<file path="src/rtl/hazard_ctrl_pkg.sv">
// hazard_ctrl_pkg: opcode constant and FSM state type shared by hazard_ctrl and its bench.
package hazard_ctrl_pkg;
  localparam logic [6:0] OPCODE_LOAD = 7'b0000011;
  typedef enum logic [1:0] {RUN, I_WAIT, D_WAIT, BOTH_WAIT} state_t;
endpackage

</file>
<file path="src/rtl/stall_perf_counters.sv">
// stall_perf_counters: free-running wrap-around event counters for pipeline stalls and flushes.
module stall_perf_counters (
  input  logic        clk,
  input  logic        rst,
  input  logic        i_cache_stall,
  input  logic        i_load_use_stall,
  input  logic        i_pipeline_flush,
  output logic [31:0] o_cache_stall_cycles,
  output logic [31:0] o_load_use_cycles,
  output logic [31:0] o_flush_count
);
  logic [31:0] r_cache, r_load, r_flush;
  always_ff @(posedge clk) begin
    if (rst) begin
      r_cache <= 32'd0;
      r_load  <= 32'd0;
      r_flush <= 32'd0;
    end else begin
      r_cache <= r_cache + {31'd0, i_cache_stall};
      r_load  <= r_load + {31'd0, i_load_use_stall};
      r_flush <= r_flush + {31'd0, i_pipeline_flush};
    end
  end
  assign o_cache_stall_cycles = r_cache;
  assign o_load_use_cycles    = r_load;
  assign o_flush_count        = r_flush;
endmodule

</file>
<file path="src/rtl/hazard_ctrl.sv">
// hazard_ctrl: cache-miss freeze FSM, load-use bubble, branch flush and sticky wait timeout.
// Define STALL_PERF_EN to add 32-bit perf counter outputs.
module hazard_ctrl
  import hazard_ctrl_pkg::*;
#(
  parameter int TIMEOUT_CYCLES = 1024
) (
  input  logic       clk,
  input  logic       rst,
  input  logic [4:0] id_rs1_addr,
  input  logic [4:0] id_rs2_addr,
  input  logic       id_rs1_valid,
  input  logic       id_rs2_valid,
  input  logic [4:0] ex_rd_addr,
  input  logic       ex_rd_valid,
  input  logic [6:0] ex_opcode,
  input  logic       ex_branch_taken,
  input  logic       icache_miss,
  input  logic       dcache_miss,
  input  logic       icache_ready,
  input  logic       dcache_ready,
  output logic       cache_stall,
  output logic       load_use_stall,
  output logic       pipeline_flush,
  output logic       pc_write_en,
  output logic       if_id_write_en,
  output logic       stall_timeout
`ifdef STALL_PERF_EN
  ,
  output logic [31:0] perf_cache_stall_cycles,
  output logic [31:0] perf_load_use_cycles,
  output logic [31:0] perf_flush_count
`endif
);
  state_t      r_state, w_next;
  logic [15:0] r_wait_cnt;
  logic        r_timeout;
  logic        w_rs_hit;
  always_comb begin
    w_next = r_state;
    case (r_state)
      RUN:     w_next = (icache_miss && dcache_miss) ? BOTH_WAIT : dcache_miss ? D_WAIT : icache_miss ? I_WAIT : RUN;
      I_WAIT:  w_next = icache_ready ? RUN : dcache_miss ? BOTH_WAIT : I_WAIT;
      D_WAIT:  w_next = dcache_ready ? RUN : icache_miss ? BOTH_WAIT : D_WAIT;
      default: w_next = (icache_ready && dcache_ready) ? RUN : icache_ready ? D_WAIT : dcache_ready ? I_WAIT : BOTH_WAIT;
    endcase
  end
  always_ff @(posedge clk) begin
    if (rst) begin
      r_state    <= RUN;
      r_wait_cnt <= 16'd0;
      r_timeout  <= 1'b0;
    end else begin
      r_state    <= w_next;
      r_wait_cnt <= (r_state == RUN) ? 16'd0 : (r_wait_cnt == 16'(TIMEOUT_CYCLES)) ? r_wait_cnt : r_wait_cnt + 16'd1;
      r_timeout  <= r_timeout || (r_wait_cnt == 16'(TIMEOUT_CYCLES));
    end
  end
  // Freeze whenever the FSM stays in or enters a wait; the completing cycle leads back to RUN.
  assign w_rs_hit       = (id_rs1_valid && id_rs1_addr == ex_rd_addr) || (id_rs2_valid && id_rs2_addr == ex_rd_addr);
  assign cache_stall    = !rst && (w_next != RUN);
  assign load_use_stall = !rst && ex_opcode == OPCODE_LOAD && ex_rd_valid && ex_rd_addr != 5'd0 && w_rs_hit && !ex_branch_taken && !cache_stall;
  assign pipeline_flush = !rst && ex_branch_taken && !cache_stall;
  assign pc_write_en    = !cache_stall && !load_use_stall;
  assign if_id_write_en = !cache_stall && !load_use_stall;
  assign stall_timeout  = r_timeout;
`ifdef STALL_PERF_EN
  stall_perf_counters u_perf (
    .clk                  (clk),
    .rst                  (rst),
    .i_cache_stall        (cache_stall),
    .i_load_use_stall     (load_use_stall),
    .i_pipeline_flush     (pipeline_flush),
    .o_cache_stall_cycles (perf_cache_stall_cycles),
    .o_load_use_cycles    (perf_load_use_cycles),
    .o_flush_count        (perf_flush_count)
  );
`endif
endmodule

</file>
<file path="config.mk">
export PLATFORM = sky130hd
export DESIGN_NAME = hazard_ctrl
export DESIGN_NICKNAME = d
export VERILOG_FILES = /design/src/rtl/hazard_ctrl_pkg.sv /design/src/rtl/stall_perf_counters.sv /design/src/rtl/hazard_ctrl.sv
export SDC_FILE = /design/constraint.sdc
export NUM_CORES = 1
export LEC_CHECK = 0
export ABC_AREA = 0
export BUFFER_PORTS_ARGS = -buffer_cell sky130_fd_sc_hd__buf_2
export CORE_ASPECT_RATIO = 0.9
export CORE_MARGIN = 5
export CORE_UTILIZATION = 49
export DETAILED_ROUTE_END_ITERATION = 16
export PLACE_DENSITY = 0.81
export SLEW_MARGIN = 20
export SYNTH_ARGS = -nofsm -noshare
export SYNTH_HDL_FRONTEND = slang
export SYNTH_SLANG_ARGS = --single-unit
</file>
<file path="constraint.sdc">
create_clock -name clk -period 2.3 [get_ports clk]
set_clock_uncertainty 0.2 [all_clocks]
set_input_delay 0.23 -clock clk [delete_from_list [all_inputs] [get_ports clk]]
set_output_delay 0.23 -clock clk [all_outputs]
set_load 0.1 [all_outputs]
</file>
## Word-level counts from Yosys, hierarchy flattened

Index checks and enable logic that the tools add are counted.

| storage, ports and cells | value |
|---|---|
| bits in registers | 19 |
| input port bits | 32 |
| output and inout bits | 6 |
| logic and storage cells | 45 |

| cells by class | value |
|---|---|
| add/sub/neg operators | 1 |
| equal/unequal tests | 6 |
| muxes and demuxes | 11 |
| reductions and logical operators | 24 |

Operator list:

| kind | count |
|---|---|
| $add 16x1->16 const B | 1 |
| $eq 16x11->1 const B | 1 |
| $mux 2 | 8 |
| $logic_and 1x1->1 | 14 |
| $eq 5x5->1 | 2 |
| $eq 7x2->1 const B | 1 |
| $pmux 2 s3 | 1 |
| $reduce_bool 5->1 | 1 |
| $logic_not 1->1 | 4 |
| $eq 2x1->1 const B | 1 |
| $eq 2x2->1 const B | 1 |
| $logic_not 2->1 | 1 |
| $logic_or 1x1->1 | 2 |
| $mux 1 | 2 |
| $reduce_bool 2->1 | 1 |
| $reduce_or 2->1 | 1 |

## Logic depth before layout (Yosys ltp)

| logic depth | value |
|---|---|
| word-level depth | 10 |
| mapped depth | 6 |
| depth with buffers taken out | 6 |

## Worst setup path before layout

No wires, ideal clock.

| path | value |
|---|---|
| path type | register to output |
| start point | register r_state[1] |
| end point | output port load_use_stall |
| data arrival time | 4.202 ns |
| data required time | 1.870 ns |
| slack | -2.332 ns |
| cell stages (with the launch flop) | 6 |
| buffers on the path | 0 |
| cells stage by stage | dfxtp_1 -> nor2b_1 -> a31oi_1 -> a31o_2 -> inv_1 -> nor4_1 |

| on the way | value |
|---|---|
| longest elaborated chain between the ends | 6 |
| elaborated cells between the ends (all ways) | 8 |
| those cells by class | 2 x eq/ne; 1 x mux; 5 x reduce/logical |

Ends and longest elaborated chain:

| item | line | RTL |
|---|---|---|
| start, declared | hazard_ctrl.sv:35 | `state_t r_state, w_next;` |
| start signal, assigned | hazard_ctrl.sv:54 | `r_state <= w_next;` |
| $eq 2x2->1 (tied with other cells) | hazard_ctrl.sv:41 | `case (r_state)` |
| $pmux 2 s3 (*) | hazard_ctrl.sv:41 |  |
| $reduce_bool 2->1 (*) | hazard_ctrl.sv:61 | `assign cache_stall = !rst && (w_next != RUN);` |
| $logic_and 1x1->1 (*) | hazard_ctrl.sv:61 |  |
| net cache_stall | hazard_ctrl.sv:22 | `output logic cache_stall,` |
| $logic_not 1->1 (*) | hazard_ctrl.sv:62 | `assign load_use_stall = !rst && ex_opcode == OPCODE_LOAD && ex_rd_valid && ex_rd_addr != 5'd0 && w_rs_hit && ! ...` |
| $logic_and 1x1->1 (*) | hazard_ctrl.sv:62 |  |
| end, declared | hazard_ctrl.sv:23 | `output logic load_use_stall,` |

The timed path passes the listed nets; every way through them passes the cells marked *.

## Worst setup path after layout

| path | value |
|---|---|
| start point | register r_state[1] |
| end point | output port cache_stall |

| on the way | value |
|---|---|
| longest elaborated chain between the ends | 4 |
| elaborated cells between the ends (all ways) | 6 |
| those cells by class | 2 x eq/ne; 1 x mux; 3 x reduce/logical |

Ends and longest elaborated chain:

| item | line |
|---|---|
| $eq 2x2->1 (tied with other cells) | hazard_ctrl.sv:41 |
| $pmux 2 s3 (*) | hazard_ctrl.sv:41 |
| $reduce_bool 2->1 (*) | hazard_ctrl.sv:61 |
| $logic_and 1x1->1 (*) | hazard_ctrl.sv:61 |
| end, declared | hazard_ctrl.sv:22 |

Mark *: on every way between the ends. The rest lies on a longest branch, timed or not.

==> reports/metrics.yaml <==
place:
  place.port_buffers: 37
  dp_hpwl_um: 2128
  gp_congestion: 0.7413
  post-place-ws_ps: 230.4
  postPlaceCellArea_mm2: 0.001371
  numPlacedInstances: 187
clock_tree:
  cts_max_path_buffers: 2
  htree_levels: 1
  clk_latency_ps: 310
  cts-root-buf: "clkbuf_4"
  path_clk_slew_ps: 120
  post_cts_buffers: 0
  cts_buffers: 3
  cts_sinks: 19
  cts_tree: "yes"
sta:
  worstMarginPinSlew_ps: 675.7
  fin_crit_sh_pct: 94.92
  setup_ws_ps: 116.9
  maxSlewViolCount: 0
  finalSetupViolCount: 0
  fmax_mhz: 458.1
  rsz0062_at_grt: "no"
  fin_crit_ps: 2183
  max_slew_margin_pct: 54.92
  finalHoldViolCount: 0
global_route:
  grt_usage_pct: 17.23
  grt_start_max_net_pins: 17
  antenna_found_initial: 0
  grt_pass1_vias: 1013
  grt_pass1_wl_um: 4215
  grt_overflow: 0
layout:
  design_area_mm2: 0.001445
  drive_above_1_share_pct: 32.93
  layout.cells.non_filler: 194
  multi_input_area_um2: 696.9
  fillers: 179
  ff_latch_area_um2: 381.6
  finalNetCount: 202
  n_antenna_cell: 0
  finish.utilization_pct: 66.84
  area.growth.synth_to_final_pct: 32.45
drt:
  vias: 1033
  dr.first_iter.drc_count: 14
  drt_pre_antenna_iters: 4
  antenna_left: 0
  wl_um: 2685
  wl_per_cell_um: 13.84
  post-route-drc-count: 0
  routed_via_density: 5.325
floorplanning:
  die-height_um: 54.77
  initial_core_util_pct: 50.46
  rows: 16
  core_area_mm2: 0.002162
  chipWidth_um: 59.74
  ios: 38
  dieArea_mm2: 0.003272
setup_path:
  worstSetupPathType: "reg2out"
  regToRegSetupSlack_ps: 500
  crit_path_cell_trace: "nor2b_1 -> a31oi_1 -> a31o_2 -> inv_1 -> clkbuf_4"
  end_kind: "output port"
  rr_endpoint: "r_wait_cnt[14]"
  crit_path_top_delay_cell: "dfxtp_1"
  critPathLaunchType: "flip-flop"
  reg2reg_depth: 5
  worst-path-max-fanout: 4
  crit_path_end: "cache_stall"
  cp_data_required_time_ps: 1870
  crit_path_max_incr_delay_ps: 410
  startpoint: "r_state[1]"
  crit_arrival_ps: 1750
  rr_startpoint: "r_wait_cnt[1]"
logic_synthesis:
  ys_top_cells_by_area: "dfxtp_1, xor2_1, xnor2_1"
  synth_top_area_share_pct: 34.86
  synth_common_cells: "dfxtp_1, nor2_1, xor2_1, inv_1, xnor2_1"
  yosysMostFrequentCell: "dfxtp_1"
  netlist_area_mm2: 0.001091
  yosysWarnings: 0
  synth_cells: 125
  synth_enable_flop_cells: 0
  synth_top_area_cell: "dfxtp_1"
  synth_ff_type: "dfxtp_1"
  synth_nets: 159
  ys_seq_elements: 19
  synth.avg_cell_area_um2: 8.728
  synth_seq_area_share_pct: 34.86
  synthArstFlopShare_pct: 0
  ys_types: 38
run:
  maxCapViolations: 0
min_path:
  hold_class: "in2reg"
power:
  peakVddDrop_mv: 0.4434
  p_per_area_mw_per_mm2: 472.8
  leakage_nw: 0.5633
outcome:
  status: "complete, no violations"
## stage by stage
step	power (W)	hold WS [ps]	TNS (ps)
after floorplan	0.0004429	99.07	-859.2
after global placement	0.0004961	231.4	0
after detailed placement	0.0005018	279.4	0
after CTS	0.0006869	297.1	0
after global routing	0.0007209	287.6	0
final	0.0006833	282.8	0
## layout by cell type, fill, tap and decap left out, drive strengths merged, types with 3 or more instances in the layout
master,count
buf,36
dfxtp,19
nor2,14
xor2,13
inv,9
xnor2,8
nand2,7
nor4,7
a21oi,6
nand4,6
nor3,4
clkbuf,4
a31o,3
nor4b,3
dlygate4sd3,3
nand3,3
## worst max-delay path, delay by kind of cell, from the launching register on
kind,cells,cell delay (ps)
buf+inv,2,550
compound gates,2,330
simple gates,1,150
flops,1,410
## power breakdown
group	internal (W)	switching (W)	total (W)
sequential	0.000334	0.00000674	0.000341
clock	0.0000665	0.000112	0.000178
combinational	0.0000670	0.0000970	0.000164
## per-layer routing
| metal | vias up | part of all wire (%) | global-route usage (%) |
|---|---|---|---|
| met5 | - | 0 | 0 |
| met4 | 0 | 1.6 | 4.428 |
| met3 | 7 | 3.2 | 4.953 |
| met2 | 17 | 57 | 32.91 |
| met1 | 483 | 38 | 18.51 |
| li1 | 526 | - | - |
## final cells by class
type / count / area share [%]
multi-input cells: 95 / 48.22
repair buffers: 40 / 18.61
clock inverters: 1 / 0.5195
flip-flops and latches: 19 / 26.41
well taps: 27 / 2.338
clock buffers: 3 / 1.558
inverters: 9 / 2.338
## registers in the layout, indices dropped and copies added, names as in the netlist
name and count:
r_wait_cnt 16, r_state 2, stall_timeout 1
## cells by family (layout without fill, tap and decap cells)
group                    count (synthesis)  in the layout  synth area share (%)
AND/OR/NAND/NOR                         57             57                 32.46
buffers and inverters                   11             53                 4.128
multiplexers                             1              1                0.9175
XOR/XNOR                                21             21                 16.86
AO/OA/AOI/OAI                           14             14                 8.487
adder cells (fa/ha/maj)                  2              2                 2.293
flip-flops                              19             19                 34.86
## worst min-delay path by stage
stage                  start        endpoint  slack, ps  cells past startpoint
5_1_grt                  rst  r_wait_cnt[11]        290                      3
6_report                 rst  r_wait_cnt[11]        280                      3
4_1_cts        stall_timeout   stall_timeout        300                      2
3_5_place_dp   stall_timeout   stall_timeout        280                      2
2_1_floorplan            rst      r_state[0]        100                      1
3_3_place_gp   stall_timeout   stall_timeout        230                      2
## repair_timing
| item | CTS | global route |
|---|---|---|
| setup endpoints to repair | 2 | 3 |
| hold buffers | 3 | 0 |
| pin swaps | 0 | 1 |
| gates resized for setup | 2 | 2 |
| endpoints found under the hold margin | 3 | 0 |
No activity file was read; power rests on OpenSTA's default activity.
